`src/rtl/sha256_msg_schedule_if.sv`:
```
// Handshake bundle between the SHA-256 message-schedule stage and its
// neighbours.
//   block_valid/block_ready/block_in : 512-bit message block from upstream
//   w_valid/w_ready/w_out/round      : expanded schedule word stream
//   busy/done                        : status (busy while streaming, done pulse)
// The slave modport is the schedule stage. The master modport is the side
// that supplies blocks and consumes words.
interface sha256_msg_schedule_if;
    logic         block_valid;
    logic         block_ready;
    logic [511:0] block_in;
    logic         w_valid;
    logic         w_ready;
    logic [31:0]  w_out;
    logic [5:0]   round;
    logic         busy;
    logic         done;

    modport master (
        output block_valid, block_in, w_ready,
        input  block_ready, w_valid, w_out, round, busy, done
    );

    modport slave (
        input  block_valid, block_in, w_ready,
        output block_ready, w_valid, w_out, round, busy, done
    );
endinterface

```
`src/rtl/sha256_msg_schedule.sv`:
```
// SHA-256 message-schedule stage.
// Takes one 512-bit block (M0 in [511:480] .. M15 in [31:0]) and streams
// W[0]..W[ROUNDS-1], one word per w_valid/w_ready handshake. A 16-word
// sliding window replaces the full 64-word schedule: the head of the window
// is the current word, and each accepted word shifts in the next expanded
// word.
// Ports:
//   clk   : rising-edge clock
//   reset : asynchronous, active-low reset
//   bus   : sha256_msg_schedule_if slave (block input, word output, status)
module sha256_msg_schedule #(
    parameter int ROUNDS = 64
) (
    input  logic                        clk,
    input  logic                        reset,
    sha256_msg_schedule_if.slave        bus
);

    localparam logic [0:0] IDLE = 1'b0;
    localparam logic [0:0] RUN  = 1'b1;
    localparam logic [5:0] LAST_ROUND = 6'(ROUNDS - 1);

    logic [0:0]  state_q, state_d;
    logic [31:0] win_q [16];
    logic [31:0] win_d [16];
    logic [5:0]  round_q, round_d;
    logic        done_q, done_d;
    logic [31:0] nxt;
    logic        blk_fire;
    logic        w_fire;

    function automatic logic [31:0] rotr(input logic [31:0] x, input int n);
        return (x >> n) | (x << (32 - n));
    endfunction

    function automatic logic [31:0] small_sigma0(input logic [31:0] x);
        return rotr(x, 7) ^ rotr(x, 18) ^ (x >> 3);
    endfunction

    function automatic logic [31:0] small_sigma1(input logic [31:0] x);
        return rotr(x, 17) ^ rotr(x, 19) ^ (x >> 10);
    endfunction

    // block_ready is gated by reset so it reads 0 for as long as reset is held
    assign blk_fire = bus.block_valid && bus.block_ready;
    assign w_fire   = (state_q == RUN) && bus.w_ready;

    // Window index 0 is W[t]; index k is W[t+k]. The next word entering at
    // index 15 is W[t+16] = s1(W[t+14]) + W[t+9] + s0(W[t+1]) + W[t].
    assign nxt = small_sigma1(win_q[14]) + win_q[9] + small_sigma0(win_q[1]) + win_q[0];

    always_comb begin
        state_d = state_q;
        round_d = round_q;
        done_d  = 1'b0;
        for (int i = 0; i < 16; i++) begin
            win_d[i] = win_q[i];
        end

        if (state_q == IDLE) begin
            if (blk_fire) begin
                for (int i = 0; i < 16; i++) begin
                    win_d[i] = bus.block_in[511 - 32*i -: 32];
                end
                round_d = '0;
                state_d = RUN;
            end
        end else begin
            if (w_fire) begin
                for (int i = 0; i < 15; i++) begin
                    win_d[i] = win_q[i + 1];
                end
                win_d[15] = nxt;
                if (round_q == LAST_ROUND) begin
                    // done lands in the first IDLE cycle, so it never overlaps w_valid
                    state_d = IDLE;
                    round_d = '0;
                    done_d  = 1'b1;
                end else begin
                    round_d = round_q + 6'd1;
                end
            end
        end
    end

    always_ff @(posedge clk or negedge reset) begin
        if (!reset) begin
            state_q <= IDLE;
            round_q <= '0;
            done_q  <= 1'b0;
            for (int i = 0; i < 16; i++) begin
                win_q[i] <= '0;
            end
        end else begin
            state_q <= state_d;
            round_q <= round_d;
            done_q  <= done_d;
            for (int i = 0; i < 16; i++) begin
                win_q[i] <= win_d[i];
            end
        end
    end

    // w_out is masked to 0 outside RUN so stale window contents never leak out
    assign bus.block_ready = reset && (state_q == IDLE);
    assign bus.w_valid     = (state_q == RUN);
    assign bus.busy        = (state_q == RUN);
    assign bus.w_out       = (state_q == RUN) ? win_q[0] : 32'd0;
    assign bus.round       = round_q;
    assign bus.done        = done_q;

endmodule

```
`src/flat_wrapper.sv`:
```
// flat-port wrapper written by rule: the top's interface ports become plain ports
module sha256_msg_schedule_flat 
#(
    parameter int ROUNDS = 64
)
  (clk, reset, bus_block_valid, bus_block_in, bus_w_ready, bus_block_ready, bus_w_valid, bus_w_out, bus_round, bus_busy, bus_done);
  sha256_msg_schedule_if bus_i ();
  input  logic clk;
  input  logic reset;
  input wire logic [$bits(bus_i.block_valid)-1:0] bus_block_valid;
  input wire logic [$bits(bus_i.block_in)-1:0] bus_block_in;
  input wire logic [$bits(bus_i.w_ready)-1:0] bus_w_ready;
  output wire logic [$bits(bus_i.block_ready)-1:0] bus_block_ready;
  output wire logic [$bits(bus_i.w_valid)-1:0] bus_w_valid;
  output wire logic [$bits(bus_i.w_out)-1:0] bus_w_out;
  output wire logic [$bits(bus_i.round)-1:0] bus_round;
  output wire logic [$bits(bus_i.busy)-1:0] bus_busy;
  output wire logic [$bits(bus_i.done)-1:0] bus_done;
  assign bus_i.block_valid = bus_block_valid;
  assign bus_i.block_in = bus_block_in;
  assign bus_i.w_ready = bus_w_ready;
  assign bus_block_ready = bus_i.block_ready;
  assign bus_w_valid = bus_i.w_valid;
  assign bus_w_out = bus_i.w_out;
  assign bus_round = bus_i.round;
  assign bus_busy = bus_i.busy;
  assign bus_done = bus_i.done;
  sha256_msg_schedule #(.ROUNDS(ROUNDS)) u_core (.clk(clk), .reset(reset), .bus(bus_i));
endmodule
```
`config.mk`:
```
export PLATFORM = sky130hd
export DESIGN_NAME = sha256_msg_schedule_flat
export DESIGN_NICKNAME = d
export VERILOG_FILES = /design/src/rtl/sha256_msg_schedule_if.sv /design/src/rtl/sha256_msg_schedule.sv /design/src/flat_wrapper.sv
export SDC_FILE = /design/constraint.sdc
export NUM_CORES = 1
export LEC_CHECK = 0
export CAP_MARGIN = 5
export CORE_ASPECT_RATIO = 1.25
export CORE_MARGIN = 10
export CORE_UTILIZATION = 25
export CTS_CLUSTER_SIZE = 24
export DETAILED_ROUTE_END_ITERATION = 12
export GPL_ROUTABILITY_DRIVEN = 1
export GPL_TIMING_DRIVEN = 0
export PLACE_DENSITY_LB_ADDON = 0.1
export SLEW_MARGIN = 20
export SYNTH_ARGS = -nofsm -noshare
export SYNTH_HDL_FRONTEND = slang
export SYNTH_SLANG_ARGS = --single-unit
```
`constraint.sdc`:
```
create_clock -name clk -period 3.7 [get_ports clk]
set_input_delay 0.74 -clock clk [delete_from_list [all_inputs] [get_ports clk]]
set_output_delay 0.74 -clock clk [all_outputs]
set_load 0.05 [all_outputs]
```
==> results.sh <==
export IMPL_final_cell_area_sq_mm=0.0398
export IMPL_avgViaCountPerCell=4.61
export IMPL_cts_sinks=520
export IMPL_yosys_warnings=0
export IMPL_path_class="register to register"
export IMPL_hpwl_um=113000
export IMPL_syn_instance_count=2915
export IMPL_worstSetupStartpointType="register"
export IMPL_post_route_util_pct=35.2
export IMPL_max_slew_margin_pct=34.5
export IMPL_grt_pass1_wl_um=195000
export IMPL_syn_to_final_growth_pct=40.2
export IMPL_place_gp_congestion=0.881
export IMPL_ant_nets=0
export IMPL_fin_crit_ns=4.04
export IMPL_grt_remaining_overflow=0
export IMPL_post_drt_wl_per_cell_um=27.3
export IMPL_layout_filler_cells=11700
export IMPL_track_usage_pct=21.3
export IMPL_min_delay_path_class="input pin to async pin"
export IMPL_critPathMaxStageDelay_ns=0.49
export IMPL_initial_utilization_pct=25.1
export IMPL_place_area_sq_mm=0.0360
export IMPL_violations="negative setup slack"
export IMPL_nets=4172
export IMPL_dp_slack_ns=-1.03
export IMPL_clock_latency_ns=0.67
export IMPL_setup_violations_final=23
export IMPL_synth_cell_types=65
export IMPL_async_reset_ff_share_pct=100
export IMPL_cp_arrival_ns=4.55
export IMPL_tritoncts="yes"
export IMPL_h_tree_depth=2
export IMPL_synth_edf_count=0
export IMPL_fmax_mhz=248
export IMPL_fin_skew_ns=0.0283
export IMPL_grt_setup_unrepaired="true"
export IMPL_clkSlewWorstSetupHoldPaths_ns=0.06
export IMPL_drive_above_1_share_pct=13.5
export IMPL_antenna_found_initial=30
export IMPL_place_port_buffers=557
export IMPL_die_w_um=321
export IMPL_hold_violations=0
export IMPL_path_buf_inv=0
export IMPL_worst_slew_pin_slew_ns=0.983
export IMPL_cp_slowest_cell="dfrtp_2"
export IMPL_synth_area_sq_mm=0.0284
export IMPL_period_share_pct=109
export IMPL_syn_nets=3525
export IMPL_dr_pass1_iters=5
export IMPL_finalMaxSlewViolations=0
export IMPL_io_pins=558
export IMPL_ys_seq_area_share_pct=45.8
export IMPL_path_delay_family="adder cells"
export IMPL_die_h_um=397
export IMPL_end_kind="register"
export IMPL_drc_errors=0
export IMPL_worstPathMaxFanout=4
export IMPL_vias=23500
export IMPL_cts_root_buffer="clkbuf_16"
export IMPL_multiInputGateArea_sq_mm=0.0152
export IMPL_fin_ws_ns=-0.340
export IMPL_avgSynthCellArea_sq_um=9.74
export IMPL_wl_um=139000
export IMPL_die_area_sq_mm=0.128
export IMPL_coreArea_sq_mm=0.113
export IMPL_required_ns=4.21
export IMPL_maxCapViolCount=0
export IMPL_cts_buffer_depth=3
export IMPL_synth_ff_type="dfrtp_1"
export IMPL_grt_pass1_vias=25600
export IMPL_grt_start_max_net_pins=84
export IMPL_crit_path_cell_trace="xnor2_2 -> xnor2_2 -> fa_1 -> fa_1 -> ha_4 -> fa_2 -> a21oi_4 -> nand4b_1 -> a21oi_2 -> o31a_1 -> o41ai_2 -> xor2_1 -> o22ai_1"
export IMPL_status="finished, violations left"
export IMPL_synthTopCellsByArea="dfrtp_1, mux2i_1, o21ai_0, nand2_1, fa_1"
export IMPL_rows=138
export IMPL_cts_buffers=61
export IMPL_synth_top_area_share_pct=45.8
export IMPL_synth_top_area_cell="dfrtp_1"
export IMPL_regArea_sq_mm=0.0131
export IMPL_initialDrtViolationCount=1381
export IMPL_synth_seq_cells=520
==> flip-flops by register name, indices dropped and copies added, names as in the netlist <==
register / count
u_core.win_q: 512
u_core.bus.done: 1
u_core.bus.busy: 1
u_core.bus.round: 6
==> synth_stat cells, drive strengths merged (11+ instances only) <==
cell type / instances
and3: 15
fa: 62
inv: 134
mux2i: 490
a21o: 11
xnor2: 114
o21ai: 524
a21oi: 64
clkbuf: 164
dfrtp: 520
xor2: 31
buf: 73
nor2: 57
nand2: 528
ha: 32
==> final timing paths <==
path	startpoint	end	slack [ns]	cells after the start
max in group asynchronous	reset	u_core.win_q[289]	0.99	7
hold / removal	reset	u_core.bus.done	0.46	2
setup / recovery	u_core.win_q[50]	u_core.win_q[27]	-0.34	13
setup reg to reg	u_core.win_q[50]	u_core.win_q[27]	-0.34	13
min in group clk	u_core.win_q[349]	u_core.win_q[349]	0.48	2
hold reg to reg	u_core.win_q[349]	u_core.win_q[349]	0.48	2
==> routing by layer <==
layer	part of all wire [%]	global-route usage (%)	routed length (um)	vias to the layer above
li1	-	-	-	11100
met1	40	25.5	55700	11500
met2	51	38.0	70500	657
met3	6.2	4.46	8650	172
met4	2.8	6.04	3950	20
met5	0.087	0	121	-
==> worst reg2reg max path: cells and delay by family (launching register included) <==
family	cells	cell delay, ns
xor gates and xnor gates	3	0.64
and+or+nand+nor	1	0.21
DFF	1	0.49
AOI/OAI and AO/OA	5	0.97
adders and majority gates	4	1.59
==> metrics by stage <==
| stage | std cells | hold slack, ns | TNS [ns] |
|---|---|---|---|
| 3_3_place_gp | 4942 | 0.460 | - |
| 4_1_cts | 5060 | 0.429 | -4.49 |
| 3_5_place_dp | 4949 | 0.470 | -48.77 |
| 2_1_floorplan | 2915 | 0.444 | 0 |
| 5_1_grt | 5085 | 0.454 | -6.49 |
| 6_report | 5092 | 0.461 | -3.98 |
==> layout make-up <==
type	instances	area share [%]
multi-input combinational	2024	38.1
clock inverter	15	0.380
sequential	520	32.8
antenna	13	0.0817
clock buffer	95	4.56
timing repair buffer	635	16.0
tap	1470	4.62
inverter	134	1.26
buffer	186	2.12
==> cell families (layout without fill, tap and decap cells) <==
kind of cell	Yosys count	in the layout	share of synthesized area (%)
other	0	13	0
adder cells (fa/ha/maj)	94	94	5.78
AND/OR/NAND/NOR	650	650	9.23
buffers and inverters	371	1065	5.34
flip-flops	520	520	45.8
multiplexers	491	491	17.3
AO/OA/AOI/OAI	644	644	12.0
XOR/XNOR	145	145	4.47
==> repair_timing <==
| action | CTS | global route |
|---|---|---|
| setup buffers | 49 | 22 |
| resized for setup | 279 | 87 |
| hold buffers | 1 | 0 |
| setup endpoints to repair | 61 | 35 |
| pin swaps | 74 | 51 |
| hold endpoints to repair | 3 | 0 |
| cloned | 0 | 0 |
==> placed cells by master (no fill, tap or decap), types with 59 or more instances in the layout <==
cell,Yosys,final
clkdlybuf4s50_1,0,526
clkbuf_1,164,127
nand2_1,528,520
buf_2,62,61
o21ai_0,523,501
fa_1,62,59
dfrtp_1,520,477
mux2i_1,490,490
inv_1,134,128
clkbuf_16,0,61
buf_4,6,61
Power is left out: the tool's default activity adds up to more than one toggle a clock period on the data nets, which glitch-free logic cannot reach.
